### src/rtl/sm4_key_ctrl.sv
// sm4_key_ctrl: sequences SM4 key installation and block processing.
// Installs a host key, runs the key expander with a timeout, then passes
// blocks one at a time to the round core and returns each result through
// a valid/ready handshake.
// Ports:
//   clk, rst (synchronous, active-low)
//   key_load/key_in -> key_ack      host key request; ack is a 1-cycle pulse
//   key_ready, err_timeout          key status (err_timeout is sticky)
//   ke_en/ke_key <- ke_done         key expander control
//   blk_valid/blk_ready/blk_data/blk_encdec   input block handshake
//   core_start/core_data/core_encdec <- core_done/core_result   round core
//   res_valid/res_ready/res_data    result handshake
//   blk_count                       completed blocks since reset (wraps)
module sm4_key_ctrl #(
  parameter  int unsigned TO_CYCLES = 64,
  localparam int unsigned DW        = 128,
  localparam int unsigned TW        = 7,
  localparam int unsigned CW        = 16
) (
  input  logic          clk,
  input  logic          rst,
  input  logic          key_load,
  input  logic [DW-1:0] key_in,
  output logic          key_ack,
  output logic          key_ready,
  output logic          ke_en,
  output logic [DW-1:0] ke_key,
  input  logic          ke_done,
  input  logic          blk_valid,
  output logic          blk_ready,
  input  logic [DW-1:0] blk_data,
  input  logic          blk_encdec,
  output logic          core_start,
  output logic [DW-1:0] core_data,
  output logic          core_encdec,
  input  logic          core_done,
  input  logic [DW-1:0] core_result,
  output logic          res_valid,
  input  logic          res_ready,
  output logic [DW-1:0] res_data,
  output logic          err_timeout,
  output logic [CW-1:0] blk_count
);

  typedef enum logic [2:0] {
    S_IDLE, S_EXPAND, S_KEYED, S_CRYPT, S_RESP, S_ERR
  } state_e;

  state_e        state_q, state_d;
  logic [TW-1:0] timer_q, timer_d;
  logic [DW-1:0] ke_key_q, ke_key_d;
  logic          ke_en_q, ke_en_d;
  logic          key_ack_q, key_ack_d;
  logic          key_ready_q, key_ready_d;
  logic          core_start_q, core_start_d;
  logic [DW-1:0] core_data_q, core_data_d;
  logic          core_encdec_q, core_encdec_d;
  logic          res_valid_q, res_valid_d;
  logic [DW-1:0] res_data_q, res_data_d;
  logic          err_timeout_q, err_timeout_d;
  logic [CW-1:0] blk_count_q, blk_count_d;

  // A key request still held in the cycle its ack is shown is the same
  // request, so it is not taken a second time.
  logic key_take;
  logic same_key;

  // Only the block-side ready is combinational: it must drop in the same
  // cycle a key request appears so the key wins.
  assign blk_ready = rst && (state_q == S_KEYED) && !key_load;

  // Next-state and registered-output logic.
  always_comb begin
    state_d       = state_q;
    timer_d       = timer_q;
    ke_key_d      = ke_key_q;
    ke_en_d       = ke_en_q;
    key_ack_d     = 1'b0;
    key_ready_d   = key_ready_q;
    core_start_d  = 1'b0;
    core_data_d   = core_data_q;
    core_encdec_d = core_encdec_q;
    res_valid_d   = res_valid_q;
    res_data_d    = res_data_q;
    err_timeout_d = err_timeout_q;
    blk_count_d   = blk_count_q;

    key_take = key_load && !key_ack_q &&
               ((state_q == S_IDLE) || (state_q == S_KEYED) || (state_q == S_ERR));
    same_key = (state_q == S_KEYED) && (key_in == ke_key_q);

    case (state_q)
      S_IDLE, S_KEYED, S_ERR: begin
        if (key_take) begin
          key_ack_d = 1'b1;
          // Reloading the installed key needs no re-expansion.
          if (!same_key) begin
            ke_key_d      = key_in;
            err_timeout_d = 1'b0;
            key_ready_d   = 1'b0;
            ke_en_d       = 1'b1;
            timer_d       = '0;
            state_d       = S_EXPAND;
          end
        end else if (blk_valid && blk_ready) begin
          core_data_d   = blk_data;
          core_encdec_d = blk_encdec;
          core_start_d  = 1'b1;
          state_d       = S_CRYPT;
        end
      end
      S_EXPAND: begin
        timer_d = timer_q + TW'(1);
        if (ke_done && (timer_q < TW'(TO_CYCLES))) begin
          ke_en_d     = 1'b0;
          key_ready_d = 1'b1;
          timer_d     = '0;
          state_d     = S_KEYED;
        end else if (timer_q >= TW'(TO_CYCLES)) begin
          ke_en_d       = 1'b0;
          err_timeout_d = 1'b1;
          timer_d       = '0;
          state_d       = S_ERR;
        end
      end
      S_CRYPT: begin
        if (core_done) begin
          res_data_d  = core_result;
          res_valid_d = 1'b1;
          state_d     = S_RESP;
        end
      end
      S_RESP: begin
        if (res_ready) begin
          res_valid_d = 1'b0;
          blk_count_d = blk_count_q + CW'(1);
          state_d     = S_KEYED;
        end
      end
      default: state_d = S_IDLE;
    endcase
  end

  // State and output registers.
  always_ff @(posedge clk) begin
    if (!rst) begin
      state_q       <= S_IDLE;
      timer_q       <= '0;
      ke_key_q      <= '0;
      ke_en_q       <= 1'b0;
      key_ack_q     <= 1'b0;
      key_ready_q   <= 1'b0;
      core_start_q  <= 1'b0;
      core_data_q   <= '0;
      core_encdec_q <= 1'b0;
      res_valid_q   <= 1'b0;
      res_data_q    <= '0;
      err_timeout_q <= 1'b0;
      blk_count_q   <= '0;
    end else begin
      state_q       <= state_d;
      timer_q       <= timer_d;
      ke_key_q      <= ke_key_d;
      ke_en_q       <= ke_en_d;
      key_ack_q     <= key_ack_d;
      key_ready_q   <= key_ready_d;
      core_start_q  <= core_start_d;
      core_data_q   <= core_data_d;
      core_encdec_q <= core_encdec_d;
      res_valid_q   <= res_valid_d;
      res_data_q    <= res_data_d;
      err_timeout_q <= err_timeout_d;
      blk_count_q   <= blk_count_d;
    end
  end

  assign key_ack     = key_ack_q;
  assign key_ready   = key_ready_q;
  assign ke_en       = ke_en_q;
  assign ke_key      = ke_key_q;
  assign core_start  = core_start_q;
  assign core_data   = core_data_q;
  assign core_encdec = core_encdec_q;
  assign res_valid   = res_valid_q;
  assign res_data    = res_data_q;
  assign err_timeout = err_timeout_q;
  assign blk_count   = blk_count_q;

endmodule

### config.mk
export PLATFORM = sky130hd
export DESIGN_NAME = sm4_key_ctrl
export DESIGN_NICKNAME = d
export VERILOG_FILES = /design/src/rtl/sm4_key_ctrl.sv
export SDC_FILE = /design/constraint.sdc
export NUM_CORES = 1
export LEC_CHECK = 0
export CAP_MARGIN = 5
export CELL_PAD_IN_SITES_DETAIL_PLACEMENT = 1
export CELL_PAD_IN_SITES_GLOBAL_PLACEMENT = 1
export CORE_AREA = 2 2 310 312
export CTS_CLUSTER_SIZE = 40
export DETAILED_ROUTE_END_ITERATION = 8
export DIE_AREA = 0 0 312 314
export PLACE_DENSITY = 0.63
export SKIP_LAST_GASP = 1
export SLEW_MARGIN = 10
export SYNTH_ARGS = -nofsm -noshare
export SYNTH_HDL_FRONTEND = slang
export SYNTH_SLANG_ARGS = --single-unit
### constraint.sdc
create_clock -name clk -period 2.5 [get_ports clk]
set_clock_uncertainty 0.15 [all_clocks]
set_input_delay 0.375 -clock clk [delete_from_list [all_inputs] [get_ports clk]]
set_output_delay 0.375 -clock clk [all_outputs]
set_load 0.005 [all_outputs]
* After elaboration in Yosys (flattened, before gate mapping) *
Index checks and enable logic that the tools add are counted.

storage, ports and cells
  register bits = 417
  bits of input ports = 392

operators by class
  $add $sub $neg = 2
  order comparisons = 2
  equal/unequal tests = 16
  multiplexer cells = 30
  bitwise operators = 4
  reductions and logical operators = 27

operators by type and width
  kind                   count
  $eq 128x128->1         1
  $mux 7                 4
  $mux 3                 7
  $add 16x1->16 const B  1
  $ne 2x2->1 const B     7
  $pmux 7 s2             1
  $mux 1                 13
  $pmux 3 s4             1
  $reduce_and 3->1       4
  $reduce_and 5->1       2
  $ne 3x3->1 const B     3
  $pmux 1 s2             4
  $reduce_and 4->1       2
  $add 7x1->7 const B    1
  $ge 7x7->1 const B     1
  $logic_and 1x1->1      7
  $lt 7x7->1 const B     1
  $eq 3x2->1 const B     2
  $eq 3x3->1 const B     2
  $reduce_and 2->1       3
  $reduce_or 3->1        2
  $not 1->1              4
  $reduce_bool 2->1      2
  $eq 3x1->1 const B     1
  other kinds (3)        5

* Logic depth before layout (Yosys ltp) *
  depth after elaboration = 7
  mapped depth = 10

* Worst setup path before layout *
No wires, ideal clock.

  kind = input port to flip-flop
  start point = in key_in[41]
  end point = reg ke_key_q[0] (netlist: ke_key[0])
  data arrival time = 1.900 ns
  data required time = 2.230 ns
  slack = 0.330 ns
  cell stages on the path = 10
  path buffers = 3
  cells stage by stage = xnor2_1 > nand4_1 > nor4_1 > nand3_1 > nor3_2 > nor2b_1 > clkbuf_1 > buf_6 > buf_6 > mux2i_1

on the way
  cells in the longest elaborated chain, start to end = 4

ends and longest elaborated chain
  item                        line  RTL
  start, declared             23    input logic [DW-1:0] key_in,
  $eq 128x128->1              90    same_key = (state_q == S_KEYED) && (key_in == ke_key_q);
  $logic_and 1x1->1           90
  $not 1->1 (no line)         --
  $reduce_and 3->1 (no line)  --
  end signal, assigned        163   ke_key_q <= ke_key_d;
  end, declared               51    logic [DW-1:0] ke_key_q, ke_key_d;

No other way between the ends.
A chain may end at the register's enable or synchronous reset.

* Worst setup path after layout *
  start point = reg ke_key_q[0] (netlist: ke_key[0])
  end point = reg ke_key_q[50] (netlist: ke_key[50])

on the way
  cells in the longest elaborated chain, start to end = 4

ends and longest elaborated chain
  item                        line
  $eq 128x128->1              90
  $logic_and 1x1->1           90
  $not 1->1 (no line)         --
  $reduce_and 3->1 (no line)  --

No other way between the ends.

==> results.json <==
{
  "synth_seq_cells": 417,
  "min_to": "res_data[69]$_SDFFE_PN0P_",
  "core_mm2": 0.0944,
  "hp-start": "core_result[69]",
  "synth.cell_area_mm2": 0.0176,
  "slew_headroom_pct": 33.7,
  "r2r_slack_ns": -0.02,
  "yosysWarnings": 0,
  "ys_types": 45,
  "powerDensity_mw_per_mm2": 741,
  "hold_path_depth": 3,
  "hold_violations": 0,
  "fin_hold_ws_ns": 0.176,
  "synth_top_area_share_pct": 47.4,
  "seq_area_frac_synth_pct": 47.4,
  "ys_top_cells_by_area": "dfxtp_1, nand2_1, a21boi_0",
  "status": "finished, violations left",
  "worstReg2RegEnd": "ke_key[50]$_SDFFE_PN0P_",
  "synth_most_common_cell": "nand2_1",
  "cts_num_sinks": 417,
  "critPathKind": "reg -> reg",
  "ir_drop_v": 0.000416,
  "numPortBuffers": 799,
  "final-setup-viol-count": 5,
  "setup_tns_ns": -0.0440,
  "row_count": 113,
  "drc": 0,
  "grt_pass1_wl_um": 123000,
  "grt_max_degree": 220,
  "fin_crit_sh_pct": 101,
  "synth_ff_type": "dfxtp_1",
  "area_growth_pct": 76.0,
  "end_kind": "flip-flop",
  "dr.pass1.iters": 4,
  "reg2reg_depth": 9,
  "place_congestion": 0.898,
  "power_mw": 23.0,
  "hold_class": "in -> reg",
  "postRouteAntennaNets": 0,
  "totalWireLength_um": 86500,
  "drt-initial-drc-count": 813,
  "die_x_um": 312,
  "grt_usage_pct": 16.6,
  "fmax_mhz": 396,
  "htreeDepth": 2,
  "numCtsBuffers": 52,
  "cts.path.max_buffers": 3,
  "fin_util_pct": 32.8,
  "worstMarginPinSlew_ns": 0.994,
  "fin_crit_ns": 2.52,
  "overflow": 0,
  "die-height_um": 314,
  "dp_hpwl_um": 67100,
  "drive_above_1_share_pct": 12.6,
  "rsz0062_at_grt": "yes",
  "dieArea_mm2": 0.0980,
  "vias": 17800,
  "synth_edf_count": 0,
  "via_per_inst": 4.13,
  "synthArstFlopShare_pct": 0,
  "path_max_fanout": 7,
  "grt_pass1_vias": 18300,
  "initial_core_util_pct": 18.6,
  "nets": 3397,
  "cts_tree": "done",
  "maxCapViolCount": 0,
  "cts.clk_slew.worst_paths_ns": 0.06,
  "leakagePower_nw": 11.0,
  "io_pins": 800,
  "finalMaxSlewViolations": 0,
  "cp.arrival_ns": 2.90,
  "synth_cells": 2071,
  "violations": "setup timing",
  "synth.avg_cell_area_um2": 8.50,
  "setup_ws_ns": -0.0227,
  "finalInstanceArea_mm2": 0.0310,
  "antenna_found_initial": 6,
  "clk_latency_ns": 0.61,
  "start_kind": "flip-flop",
  "placed_area_mm2": 0.0284,
  "reg2reg_from": "ke_key[0]$_SDFFE_PN0P_",
  "clock-root-buffer": "clkbuf_16",
  "wl_per_cell_um": 20.0,
  "yosys-top-cells-count": "nand2_1, dfxtp_1, a21boi_0",
  "syn-num-nets": 2466,
  "required_ns": 2.88,
  "fill_cells": 11100,
  "yosysTopAreaCell": "dfxtp_1"
}
-- cell usage in the layout (no fill, tap or decap), types with 4 or more instances in the layout --
cell,synthesis,layout
a21boi_0,260,260
and2_1,12,12
and3_1,6,6
buf_12,0,23
buf_4,0,173
buf_6,10,8
bufinv_16,0,7
clkbuf_1,117,15
clkbuf_16,0,57
clkbuf_8,0,11
clkdlybuf4s50_1,0,797
clkinv_2,0,6
dfxtp_1,417,399
dfxtp_2,0,18
diode_2,0,6
inv_1,7,6
mux2i_1,131,131
nand2_1,797,795
nand3_1,10,9
nand4_1,69,69
nor2_1,11,10
nor2b_4,0,4
nor3_1,5,5
nor4_1,12,5
nor4_2,0,6
o21ai_0,12,12
or4_1,6,6
xnor2_1,133,85
xnor2_2,0,46
xor2_1,7,7
-- how the worst max path moves through the flow --
stage | startpoint | endpoint | cells after the start
floorplan | key_in[41] | ke_key[0]$_SDFFE_PN0P_ | 10
global placement | key_in[37] | ke_key[43]$_SDFFE_PN0P_ | 11
detailed placement | key_in[26] | ke_key[50]$_SDFFE_PN0P_ | 11
CTS | ke_key[30]$_SDFFE_PN0P_ | ke_key[11]$_SDFFE_PN0P_ | 10
global route | ke_key[18]$_SDFFE_PN0P_ | ke_key[34]$_SDFFE_PN0P_ | 10
finish | ke_key[0]$_SDFFE_PN0P_ | ke_key[50]$_SDFFE_PN0P_ | 9
-- state kept, by name, summed over array words and instances (netlist names) --
name	cells
ke_key	128
state_q	3
res_data	128
core_encdec	1
key_ack	1
key_ready	1
core_data	128
core_start	1
ke_en	1
blk_count	16
err_timeout	1
timer_q	7
res_valid	1
-- metal layers --
metal	track usage, %	vias up	wire (µm)
met5	0	-	44
met4	4.86	6	2460
met3	4.09	109	5000
met2	30.0	539	43100
met1	19.4	8499	36000
li1	-	8686	-
-- through the flow --
stage,setup WS [ns],cells
2_1_floorplan,0.330,2071
3_3_place_gp,-0.675,4201
3_5_place_dp,-0.665,4201
4_1_cts,-0.0104,4301
5_1_grt,-0.0649,4313
6_report,-0.0227,4317
-- cell families (layout without fill, tap and decap cells) --
| family | Yosys count | count (layout) | synth area share (%) |
|---|---|---|---|
| AOI/OAI and AO/OA | 288 | 288 | 12.1 |
| xor gates and xnor gates | 140 | 140 | 6.96 |
| adders and majority gates | 3 | 3 | 0.213 |
| buffers and inverters | 143 | 1116 | 3.51 |
| DFF | 417 | 417 | 47.4 |
| muxes | 131 | 131 | 7.45 |
| other | 0 | 6 | 0 |
| and+or+nand+nor | 949 | 951 | 22.4 |
-- worst max-delay path: stages (launching register included) --
cell	delay, ns
dfxtp_1	0.36
xor2_1	0.34
nand4bb_1	0.20
nor4_2	0.06
nand4_1	0.11
nor3_2	0.06
buf_6	0.14
nor2b_4	0.53
clkbuf_16	0.29
mux2i_1	0.19
-- final cells by class --
class | instances | area [µm²] | area share (%)
Timing Repair Buffer | 1011 | 10000 | 32.3
Multi-Input combinational cell | 1513 | 9150 | 29.5
Sequential cell | 417 | 8370 | 27.0
Tap cell | 1265 | 1580 | 5.11
Clock buffer | 78 | 1510 | 4.87
Clock inverter | 20 | 324 | 1.05
Inverter | 7 | 28.8 | 0.0929
Antenna cell | 6 | 15.0 | 0.0484
-- timing repair --
action | 4_1_cts | 5_1_grt
gates cloned | 1 | 7
hold buffers | 1 | 0
setup endpoints to repair | 141 | 140
setup buffers | 1 | 4
pin swaps | 3 | 24
endpoints found under the hold margin | 15 | 0
resized for setup | 24 | 81
-- power by group --
part,switching [mW],internal (mW),total (mW),leakage [nW]
Clock,3.17,4.91,8.09,0.898
Sequential,0.559,7.29,7.85,3.39
Combinational,3.16,3.88,7.03,6.69
Note: power is estimated with default switching activity, not from simulation.
